==> src/rtl/uart_rx_if.sv <==
// Receiver-side signal bundle for uart_rx: serial line in, byte and status pulses out.
interface uart_rx_if;
  logic       rx;
  logic [7:0] dout;
  logic       dout_rdy;
  logic       frame_err;
  logic       busy;

  modport master (
    input  rx,
    output dout,
    output dout_rdy,
    output frame_err,
    output busy
  );

  modport slave (
    output rx,
    input  dout,
    input  dout_rdy,
    input  frame_err,
    input  busy
  );
endinterface

==> src/rtl/uart_rx.sv <==
// 8N1 UART receiver, LSB first, oversampled; flags false starts, framing errors
// and rides out held-low line breaks with a single error pulse.
//
//   state   | meaning
//   --------+-----------------------------------------------------------
//   S_IDLE  | line idle, waiting for rx_s low
//   S_START | counting to mid start bit, then confirming or rejecting it
//   S_DATA  | sampling 8 data bits, one per OVERSAMPLE ticks
//   S_STOP  | sampling stop bit; high -> byte out, low -> frame error
//   S_BREAK | line stuck low after a framing error, waiting for it to rise
module uart_rx #(
  parameter int CLK_FREQ   = 100000000,
  parameter int BAUD       = 115200,
  parameter int OVERSAMPLE = 16
) (
  input  logic      clk,
  input  logic      rst,
  uart_rx_if.master bus
);

  localparam int DIV = CLK_FREQ / (BAUD * OVERSAMPLE);
  localparam int DW  = (DIV > 1) ? $clog2(DIV) : 1;
  localparam int TW  = $clog2(OVERSAMPLE);

  localparam logic [DW-1:0] DIV_LAST  = DW'(DIV - 1);
  localparam logic [TW-1:0] HALF_LAST = TW'(OVERSAMPLE / 2 - 1);
  localparam logic [TW-1:0] FULL_LAST = TW'(OVERSAMPLE - 1);

  typedef enum logic [2:0] {
    S_IDLE,
    S_START,
    S_DATA,
    S_STOP,
    S_BREAK
  } state_t;

  state_t        state;
  state_t        state_nxt;
  logic          rx_meta;
  logic          rx_s;
  logic [DW-1:0] div_cnt;
  logic          tick;
  logic [TW-1:0] tick_cnt;
  logic [2:0]    bit_idx;
  logic [7:0]    shift;
  logic [7:0]    dout_q;
  logic          dout_rdy_q;
  logic          frame_err_q;

  logic          clr_cnt;
  logic          restart;
  logic          shift_en;
  logic          load_dout;
  logic          set_ferr;

  assign tick = (div_cnt == DIV_LAST);

  always_ff @(posedge clk or posedge rst) begin
    if (rst) begin
      state <= S_IDLE;
    end else begin
      state <= state_nxt;
    end
  end

  always_comb begin
    state_nxt = state;
    clr_cnt   = 1'b0;
    restart   = 1'b0;
    shift_en  = 1'b0;
    load_dout = 1'b0;
    set_ferr  = 1'b0;
    case (state)
      S_IDLE: begin
        if (!rx_s) begin
          state_nxt = S_START;
          clr_cnt   = 1'b1;
        end
      end
      S_START: begin
        if (tick && tick_cnt == HALF_LAST) begin
          restart   = 1'b1;
          state_nxt = rx_s ? S_IDLE : S_DATA;
        end
      end
      S_DATA: begin
        if (tick && tick_cnt == FULL_LAST) begin
          restart  = 1'b1;
          shift_en = 1'b1;
          if (bit_idx == 3'd7) begin
            state_nxt = S_STOP;
          end
        end
      end
      S_STOP: begin
        if (tick && tick_cnt == FULL_LAST) begin
          if (rx_s) begin
            load_dout = 1'b1;
            state_nxt = S_IDLE;
          end else begin
            set_ferr  = 1'b1;
            state_nxt = S_BREAK;
          end
        end
      end
      S_BREAK: begin
        if (rx_s) begin
          state_nxt = S_IDLE;
        end
      end
      default: state_nxt = S_IDLE;
    endcase
  end

  // Counters are re-phased at start detection so every sample lands mid-bit.
  always_ff @(posedge clk or posedge rst) begin
    if (rst) begin
      rx_meta     <= 1'b1;
      rx_s        <= 1'b1;
      div_cnt     <= '0;
      tick_cnt    <= '0;
      bit_idx     <= '0;
      shift       <= '0;
      dout_q      <= '0;
      dout_rdy_q  <= 1'b0;
      frame_err_q <= 1'b0;
    end else begin
      rx_meta <= bus.rx;
      rx_s    <= rx_meta;

      if (clr_cnt || tick) begin
        div_cnt <= '0;
      end else begin
        div_cnt <= div_cnt + 1'b1;
      end

      if (clr_cnt || restart) begin
        tick_cnt <= '0;
      end else if (tick) begin
        tick_cnt <= tick_cnt + 1'b1;
      end

      if (clr_cnt) begin
        bit_idx <= '0;
      end else if (shift_en) begin
        bit_idx <= bit_idx + 1'b1;
      end

      if (shift_en) begin
        shift[bit_idx] <= rx_s;
      end

      if (load_dout) begin
        dout_q <= shift;
      end
      dout_rdy_q  <= load_dout;
      frame_err_q <= set_ferr;
    end
  end

  assign bus.dout      = dout_q;
  assign bus.dout_rdy  = dout_rdy_q;
  assign bus.frame_err = frame_err_q;
  assign bus.busy      = (state != S_IDLE);

endmodule
==> src/flat_wrapper.sv <==
// flat-port wrapper written by rule: the top's interface ports become plain ports
module uart_rx_flat 
#(
  parameter int CLK_FREQ   = 100000000,
  parameter int BAUD       = 115200,
  parameter int OVERSAMPLE = 16
)
  (clk, rst, bus_rx, bus_dout, bus_dout_rdy, bus_frame_err, bus_busy);
  uart_rx_if bus_i ();
  input  logic clk;
  input  logic rst;
  input wire logic [$bits(bus_i.rx)-1:0] bus_rx;
  output wire logic [$bits(bus_i.dout)-1:0] bus_dout;
  output wire logic [$bits(bus_i.dout_rdy)-1:0] bus_dout_rdy;
  output wire logic [$bits(bus_i.frame_err)-1:0] bus_frame_err;
  output wire logic [$bits(bus_i.busy)-1:0] bus_busy;
  assign bus_i.rx = bus_rx;
  assign bus_dout = bus_i.dout;
  assign bus_dout_rdy = bus_i.dout_rdy;
  assign bus_frame_err = bus_i.frame_err;
  assign bus_busy = bus_i.busy;
  uart_rx #(.CLK_FREQ(CLK_FREQ), .BAUD(BAUD), .OVERSAMPLE(OVERSAMPLE)) u_core (.clk(clk), .rst(rst), .bus(bus_i));
endmodule
==> config.mk <==
export PLATFORM = sky130hd
export DESIGN_NAME = uart_rx_flat
export DESIGN_NICKNAME = d
export VERILOG_FILES = /design/src/rtl/uart_rx_if.sv /design/src/rtl/uart_rx.sv /design/src/flat_wrapper.sv
export SDC_FILE = /design/constraint.sdc
export NUM_CORES = 1
export LEC_CHECK = 0
export CELL_PAD_IN_SITES_DETAIL_PLACEMENT = 0
export CELL_PAD_IN_SITES_GLOBAL_PLACEMENT = 1
export CORE_ASPECT_RATIO = 0.8
export CORE_MARGIN = 2
export CORE_UTILIZATION = 39
export DETAILED_ROUTE_END_ITERATION = 16
export GPL_TIMING_DRIVEN = 0
export PLACE_DENSITY_LB_ADDON = 0.2
export SYNTH_ARGS = -nofsm -noshare
export SYNTH_HDL_FRONTEND = slang
export SYNTH_SLANG_ARGS = --single-unit
==> constraint.sdc <==
create_clock -name clk -period 1.8 [get_ports clk]
set_input_delay 0.36 -clock clk [delete_from_list [all_inputs] [get_ports clk]]
set_output_delay 0.36 -clock clk [all_outputs]
set_load 0.02 [all_outputs]
### Word-level counts from Yosys, hierarchy flattened

Cells that the tools add are included.
Widths: inputs -> output; s select.

| word-level totals | value |
|---|---|
| flip-flop bits (word level) | 36 |
| bits of input ports | 3 |
| logic and storage cells | 67 |

| cells by class | value |
|---|---|
| magnitude comparators | 2 |
| multiplexer cells | 28 |
| reductions and logical operators | 10 |
| eq/ne operators | 14 |
| add/sub/neg operators | 3 |

Operators by type and width:

| cell | number |
|---|---|
| $mux 3 | 9 |
| $pmux 3 s5 | 1 |
| $mux 1 | 11 |
| $ne 2x1->1 const B | 5 |
| $bwmux 8 | 1 |
| $mux 4 | 2 |
| $add 6x1->6 const B | 1 |
| $eq 3x2->1 const B | 2 |
| $eq 3x3->1 const B | 2 |
| $eq 6x6->1 const B | 1 |
| $mux 6 | 1 |
| $reduce_and 6->1 | 1 |
| $add 4x1->4 const B | 1 |
| $eq 4x3->1 const B | 1 |
| $eq 4x4->1 const B | 1 |
| $lt 3x4->1 const B | 1 |
| $reduce_bool 2->1 | 2 |
| $add 3x1->3 const B | 1 |
| $demux 1 s3 | 1 |
| $eq 3x1->1 const B | 1 |
| $ge 3x1->1 const B | 1 |
| $logic_and 1x1->1 | 3 |
| $logic_not 3->1 | 1 |
| $reduce_bool 3->1 | 1 |
| other kinds (4) | 5 |

### Logic depth before layout (Yosys ltp)

| logic depth | value |
|---|---|
| depth in word-level cells | 6 |
| depth in mapped cells | 6 |
| mapped depth without buffers | 5 |

### Least setup slack after synthesis

No wires, ideal clock.

| path | value |
|---|---|
| path kind | register -> register |
| start point | reg u_core.div_cnt[1] |
| end point | reg u_core.dout_q[0], in the netlist u_core.bus.dout[0] |
| slack | 0.114 ns |
| stages on the path, launching flop included | 6 |
| clock period less this slack | 1.686 ns |
| path buffers | 0 |
| library setup time | 0.125 ns |
| data arrival time | 1.561 ns |
| cells stage by stage | dfrtp_1 -> inv_1 -> ha_1 -> nand3_2 -> nor4_4 -> mux2_2 |

| on the way | value |
|---|---|
| word-level cells in the longest chain between the ends | 4 |

Ends and longest elaborated chain:

| item | line | source |
|---|---|---|
| start, declared | uart_rx.sv:41 | `logic [DW-1:0] div_cnt;` |
| start signal, assigned | uart_rx.sv:134 | `div_cnt <= div_cnt + 1'b1;` |
| $eq 6x6->1 | uart_rx.sv:56 | `assign tick = (div_cnt == DIV_LAST);` |
| $logic_and 1x1->1 | uart_rx.sv:96 | `if (tick && tick_cnt == FULL_LAST) begin` |
| $mux 1 | uart_rx.sv:96 |  |
| $mux 1 | uart_rx.sv:73 | `case (state)` |
| end signal, assigned | uart_rx.sv:154 | `dout_q <= shift;` |
| end, declared | uart_rx.sv:46 | `logic [7:0] dout_q;` |

Every way passes these cells.
A chain may end at the register's enable or synchronous reset.

### Worst setup path after layout

| path | value |
|---|---|
| start point | reg u_core.state[0] |
| end point | out bus_busy |

| on the way | value |
|---|---|
| word-level cells in the longest chain between the ends | 1 |

Ends and longest elaborated chain:

| item | line | source |
|---|---|---|
| start, declared | uart_rx.sv:37 | `state_t state;` |
| start signal, assigned | uart_rx.sv:62 | `state <= state_nxt;` |
| $reduce_bool 3->1 | uart_rx.sv:164 | `assign bus.busy = (state != S_IDLE);` |
| end, declared | flat_wrapper.sv:16 | `output wire logic [$bits(bus_i.busy)-1:0] bus_busy;` |

Every way passes these cells.

==> out/results.txt <==
Outcome: finished clean
Sink Count: 36
RSZ-0062 raised after global routing: yes
Largest net degree at the start of global routing: 37
IO Pins: 14
Post-synthesis sequential area ratio: 0.4932
Initial Util: 0.4033
Tmin final: 1767 ps
Max Cap Viol: 0
Slowest cell on crit path: dfrtp_1
CTS Root Cell: clkbuf_8
Max frequency: 0.5658 GHz
Synth Area in Adders: 0.03415
# placed instances: 231
Chip width: 80.62 um
Crit path launch type: register
Slew Viols, Final: 0
Cts hold-fix bufs: 0
Placed cell area: 2037 sq um
DPL Wire Length: 2710 um
CP endpoint kind: output pin
Synth cell types: 39
Cell Chain, Critical Path: buf_6, or3_4, buf_4
Leak: 0.9598 nW
Die area: 5264 sq um
Avg Cell Area, Syn: 11.59 sq um
Share of cells above drive strength 1: 0.2541
Average via count per standard cell: 5.726
Worst path required time: 1440 ps
Compound-Gate Fraction of Synth Area: 0.08333
Diodes inserted: 0
CP peak stage delay: 400 ps
Synth top area cells: dfrtp_1 (46%), mux2_2 (9.8%), nand4_1 (4.1%)
Final Hold Fails: 0
Antenna viol nets, final: 0
Area grow syn2layout: 20.08%
DRC Markers: 0
CTS tree: built
Buffers and inverters on the worst path: 2
Gate Count Post-Synth: 158
Clock buffer count from CTS: 5
Final period utilization: 0.9819
Design Area, Final: 2200 sq um
GRT overflow: 0
Flop2flop setup slack: 80 ps
Via count: 1380
Routability cong.: 0.8324
Crit Path Max Fanout: 10
Vias in the first global route: 1342
Initial antenna violation count: 0
Clk_lat worst skew: 290 ps
Main combinational cell family by area after synthesis: simple AND/OR/NAND/NOR gates
Synth Area in Simple Gates: 0.2418
Clk pin slew, worst setup/hold paths: 70 ps
Worst VDD drop: 0.5854 mV
Core area: 4542 sq um
Iter 0 DRT Violations: 123
First-pass GRT wire length: 6548 um
Final design utilization: 0.4843
Post-synth top area cell: dfrtp_1
Worst relative slew slack: 0.5146
Worst-Margin Slew: 727.0 ps
Fin cells: 241
Hold WC Path Type: reg -> reg
DR WL/cell: 16.31 um
Clock buffer depth: 2
Mapped cell area: 1832 sq um
Yosys warning count: 0
Die height: 65.30 um
Critical Path AT: 1410 ps
Share of the synthesized area in the top cell type: 0.4645
Post-synthesis xor/xnor area fraction: 0.01913
Final setup fails: 0
I/O Buffers: 13
Worst clock skew: 7.240 ps
Pwr per Cell Area: 738.6 nW/um^2
Total GRT Usage: 0.1661
Synthesis-stage register bit count: 36
Fin nets: 188
Synth Net Count: 166
H-tree levels: 2
Final wirelength: 3930 um
Rows: 22
Setup CP Type: reg -> out
Drt first pass iters: 4
Post-synthesis mux area share: 0.09836
CP top delay family: flip-flops
-- flip-flops by register name, indices dropped and copies added (netlist names) --
register / flops
u_core.shift: 8
u_core.bus.frame_err: 1
u_core.bus.dout_rdy: 1
u_core.div_cnt: 6
u_core.bus.dout: 8
u_core.rx_meta: 1
u_core.rx_s: 1
u_core.bit_idx: 3
u_core.state: 3
u_core.tick_cnt: 4
-- final timing paths --
kind | endpoint | cells past startpoint | from
worst max-delay path | bus_busy | 3 | u_core.state[0]$_DFFE_PP0P_
worst min-delay path | u_core.rx_s$_DFF_PP1_ | 0 | u_core.rx_meta$_DFF_PP1_
worst max register to register | u_core.state[2]$_DFFE_PP0P_ | 4 | u_core.tick_cnt[3]$_DFFE_PP0P_
worst min register to register | u_core.rx_s$_DFF_PP1_ | 0 | u_core.rx_meta$_DFF_PP1_
max in group asynchronous | u_core.bus.dout[7]$_DFFE_PP0P_ | 2 | rst
min in group asynchronous | u_core.bit_idx[1]$_DFFE_PP0P_ | 2 | rst
-- per-stage QoR --
step / hold WS, ps / setup slack [ps] / setup TNS (ps) / power (mW)
6_report: 359.8 / 32.60 / 0 / 1.625
5_1_grt: 367.4 / -21.51 / -96.16 / 1.689
4_1_cts: 361.1 / 15.88 / 0 / 1.641
3_5_place_dp: 350.6 / -218.1 / -8959 / 0.8565
3_3_place_gp: 346.3 / -167.2 / -5046 / 0.8553
2_1_floorplan: 345.2 / 114.0 / 0 / 0.8447
-- cell families (layout without fill, tap and decap cells) --
group                      after synthesis  count (layout)
buffers and inverters                   12              35
DFF                                     36              36
and+or+nand+nor                         63              63
AOI/OAI and AO/OA                       22              22
muxes                                   16              16
adders and majority gates                5               5
xor gates and xnor gates                 4               4
-- synth_stat cells, drive strengths merged --
| library cell | instances |
|---|---|
| or4b | 1 |
| nand2b | 3 |
| o22ai | 1 |
| dfrtp | 34 |
| or4 | 2 |
| a41oi | 1 |
| a21oi | 6 |
| nand3 | 5 |
| nor4bb | 3 |
| inv | 3 |
| a311oi | 1 |
| nand3b | 2 |
| nand4 | 12 |
| o21ai | 5 |
| and4b | 7 |
| dfstp | 2 |
| xnor2 | 2 |
| buf | 8 |
| o41ai | 3 |
| and4 | 2 |
| or3 | 4 |
| and2 | 1 |
| or3b | 1 |
| nor4 | 1 |
| nand4b | 2 |
| nor3b | 1 |
| ha | 5 |
| a221oi | 3 |
| nor3 | 2 |
| o31ai | 2 |
| nor4b | 1 |
| clkbuf | 1 |
| and3 | 1 |
| xor2 | 2 |
| nand2 | 4 |
| nor2 | 8 |
| mux2 | 16 |
-- cells in the final DEF, fill, tap and decap left out, types with 2 or more instances in the layout --
cell type	synthesis	layout
clkdlybuf4s50_1	0	12
and4b_1	7	7
o21ai_0	5	5
clkbuf_8	0	7
mux2_2	16	16
buf_4	0	3
nand2b_1	3	3
dfrtp_1	34	34
o31ai_1	2	2
buf_2	8	6
and4_1	2	2
buf_6	0	2
a221oi_2	1	2
nor2_1	8	8
a21oi_1	6	6
nor4bb_1	3	3
inv_1	3	2
xnor2_1	2	2
or4_1	2	2
nand4_1	12	12
nor3_1	2	2
nand3_1	4	4
xor2_1	2	2
ha_1	5	5
nand2_1	4	4
or3_1	4	3
o41ai_1	3	3
nand4b_1	2	2
dfstp_2	2	2
nand3b_1	2	2
-- power by group --
group	internal (mW)	switching (mW)
logic	0.00491	0.0192
clock network	0.489	0.297
registers	0.813	0.00253
total	1.31	0.318
-- worst reg2reg max path, cell delays in order (launching register included) --
cell     delay [ps]
dfrtp_1         510
buf_2           310
nand3_1         200
or4_1           450
a21oi_1         170
-- final cells by class --
class	count	area (sq um)
plain buffers	9	52.55
clock buffers	7	96.34
clock inverters	1	30.03
fillers	415	2342
inverters	3	11.26
multi-input cells	110	884.6
flip-flops and latches	36	903.4
well taps	60	75.07
repair buffers	15	146.4
-- layer usage --
metal | vias up | track usage | wire length (um) | share of wire
li1 | 652 | - | - | -
met1 | 683 | 0.2445 | 1996 | 0.51
met2 | 37 | 0.2406 | 1734 | 0.44
met3 | 8 | 0.03709 | 146 | 0.037
met4 | 0 | 0.05720 | 53 | 0.013
met5 | - | 0 | 0 | 0
-- timing repair --
item                                    in CTS  in global routing
setup buffers                                1                  1
gates resized for setup                      8                  4
pin swaps                                    1                  0
endpoints found under the setup margin       9                 16
Power figures use the tool's default switching activity.
==> variant, RTL diff (same flow settings) <==
`OVERSAMPLE` is set to 16 in 2 places; all go to 32.
--- a/src/rtl/uart_rx.sv
+++ b/src/rtl/uart_rx.sv
@@ -13,3 +13,3 @@
   parameter int BAUD       = 115200,
-  parameter int OVERSAMPLE = 16
+  parameter int OVERSAMPLE = 32
 ) (
--- a/src/flat_wrapper.sv
+++ b/src/flat_wrapper.sv
@@ -5,3 +5,3 @@
   parameter int BAUD       = 115200,
-  parameter int OVERSAMPLE = 16
+  parameter int OVERSAMPLE = 32
 )
Behaviour: same outputs for any inputs over 10 cycles, from zero or initial values and one cycle with rst high; that may be too few to reach the edited logic, so the function may still have changed.
==> variant against the unedited design <==
The run now ends with negative setup slack left. Sequential cell count is the same. Global-route usage shrank 1.7 points. Setup slack lost 0.17 ns. Synthesized area shrank 7.4%. Cell area shrank 0.91%. Total power shrank 15%. Combinational power grew 2%. Routed wire length shrank 18%. Register-to-register slack lost 0.22 ns. Fmax shrank 8.9%. Critical path type is now register to register. Largest cell class unchanged. Largest power group unchanged.
==> variant: results (changes against the unedited design) <==
- Status: finished, violations left (was finished clean).
- The checks that failed: negative setup slack.
- The slack of the critical path is -0.140 ns (was 0.0326 ns).
- The critical register-to-register path endpoint is u_core.shift[2]$_DFFE_PP0P_ (was u_core.state[2]$_DFFE_PP0P_).
- The worst clock skew on the final layout was 0.00381 ns (was 0.00724 ns).
- The total number of multi-input combinational cells is 97 (was 110).
- The largest fanout on the critical path is 7 (was 10).
- The DRC marker count from the first detailed-route iteration is 35 (was 123).
- The routed via count is 1184 (was 1380).
- The arithmetic-cell share of the synthesized area counting full adders, half adders and majority gates is 0.0517 (was 0.0342).
- The reg-to-reg startpoint is u_core.tick_cnt[0]$_DFFE_PP0P_ (was u_core.tick_cnt[3]$_DFFE_PP0P_).
- The net count after synthesis is 157 (was 166).
- The synthesized-area fraction occupied by ao, oa, aoi and oai cells was 0.0428 (was 0.0833).
- The count of cells along the worst register-to-register path is 7 (was 4).
- The total negative slack is -1.42 ns (was 0 ns).
- The filler-free cell count of the finished design is 230 (was 241).
- The multi-input gate share of total cell area is 0.401 (was 0.402).
- The data arrival time of the critical path is 2.11 ns (was 1.41 ns).
- The number of non-clock inverters in the layout came to 5 (was 3).
- The final setup violation count came to 17 (was 0).
- The headroom to the max-slew limit is 0.355 (was 0.515).
- The leakage power figure is 0.000943 uW (was 0.000960 uW).
- The worst voltage drop across the vdd grid is 0.587 mV (was 0.585 mV).
- The count of filler cells inserted in the layout is 359 (was 415).
- The number of nets at the end of the flow is 183 (was 188).
- The number of clock buffers in the layout is 6 (was 7).
- The number of ordinary and repair buffers in the finished layout is 28 (was 24).
- The count of cell types in the netlist is 34 (was 39).
- The clock-cell share of area was 0.0356 (was 0.0575).
- The multiplexer area fraction after synthesis is 0.106 (was 0.0984).
- The detailed placement HPWL is 2080 um (was 2710 um).
- The family of cells with the greatest summed delay on the critical path is simple AND/OR/NAND/NOR gates (was flip-flops).
- The xor/xnor cell area share of the yosys netlist is 0.0207 (was 0.0191).
- The worst setup timing slack at the placement stage was -0.338 ns (was -0.218 ns).
- The aggregate global-route resource usage is 0.149 (was 0.166).
## variant: layer usage
layer / wire [um] / track usage / share of wire / vias up
li1: - / - / - / 571
met1: 1520 / 0.198 / 0.47 / 584
met2: 1530 / 0.226 / 0.47 / 24
met3: 124 / 0.0448 / 0.039 / 5
met4: 41 / 0.0603 / 0.013 / 0
met5: 0 / 0 / 0 / -
## variant: how the worst max path moves through the flow
stage                                               from                          end  slack (ns)
after floorplan           u_core.tick_cnt[0]$_DFFE_PP0P_  u_core.shift[3]$_DFFE_PP0P_       -0.15
after global placement    u_core.tick_cnt[0]$_DFFE_PP0P_  u_core.shift[0]$_DFFE_PP0P_       -0.32
after detailed placement  u_core.tick_cnt[0]$_DFFE_PP0P_  u_core.shift[0]$_DFFE_PP0P_       -0.34
after CTS                 u_core.tick_cnt[0]$_DFFE_PP0P_  u_core.shift[1]$_DFFE_PP0P_       -0.15
after global routing      u_core.tick_cnt[1]$_DFFE_PP0P_  u_core.shift[4]$_DFFE_PP0P_       -0.23
final                     u_core.tick_cnt[0]$_DFFE_PP0P_  u_core.shift[2]$_DFFE_PP0P_       -0.14
## variant: per-stage QoR
stage	area, sq um	hold WS [ns]	power, uW
6_report	2180	0.356	1370
5_1_grt	2180	0.364	1440
4_1_cts	2090	0.357	1400
3_5_place_dp	1930	0.347	855
3_3_place_gp	1930	0.346	855
2_1_floorplan	1730	0.345	845
## variant: repair_timing
| item | in CTS | in global routing |
|---|---|---|
| setup endpoints to repair | 26 | 26 |
| setup buffers | 5 | 2 |
| pin swaps | 2 | 4 |
| gates resized for setup | 19 | 14 |
## variant: power breakdown
| group | total, uW | switching (uW) | internal, uW |
|---|---|---|---|
| Sequential | 816 | 2.64 | 813 |
| Combinational | 24.5 | 19.4 | 5.08 |
| Clock | 535 | 272 | 263 |
| Total | 1370 | 294 | 1080 |
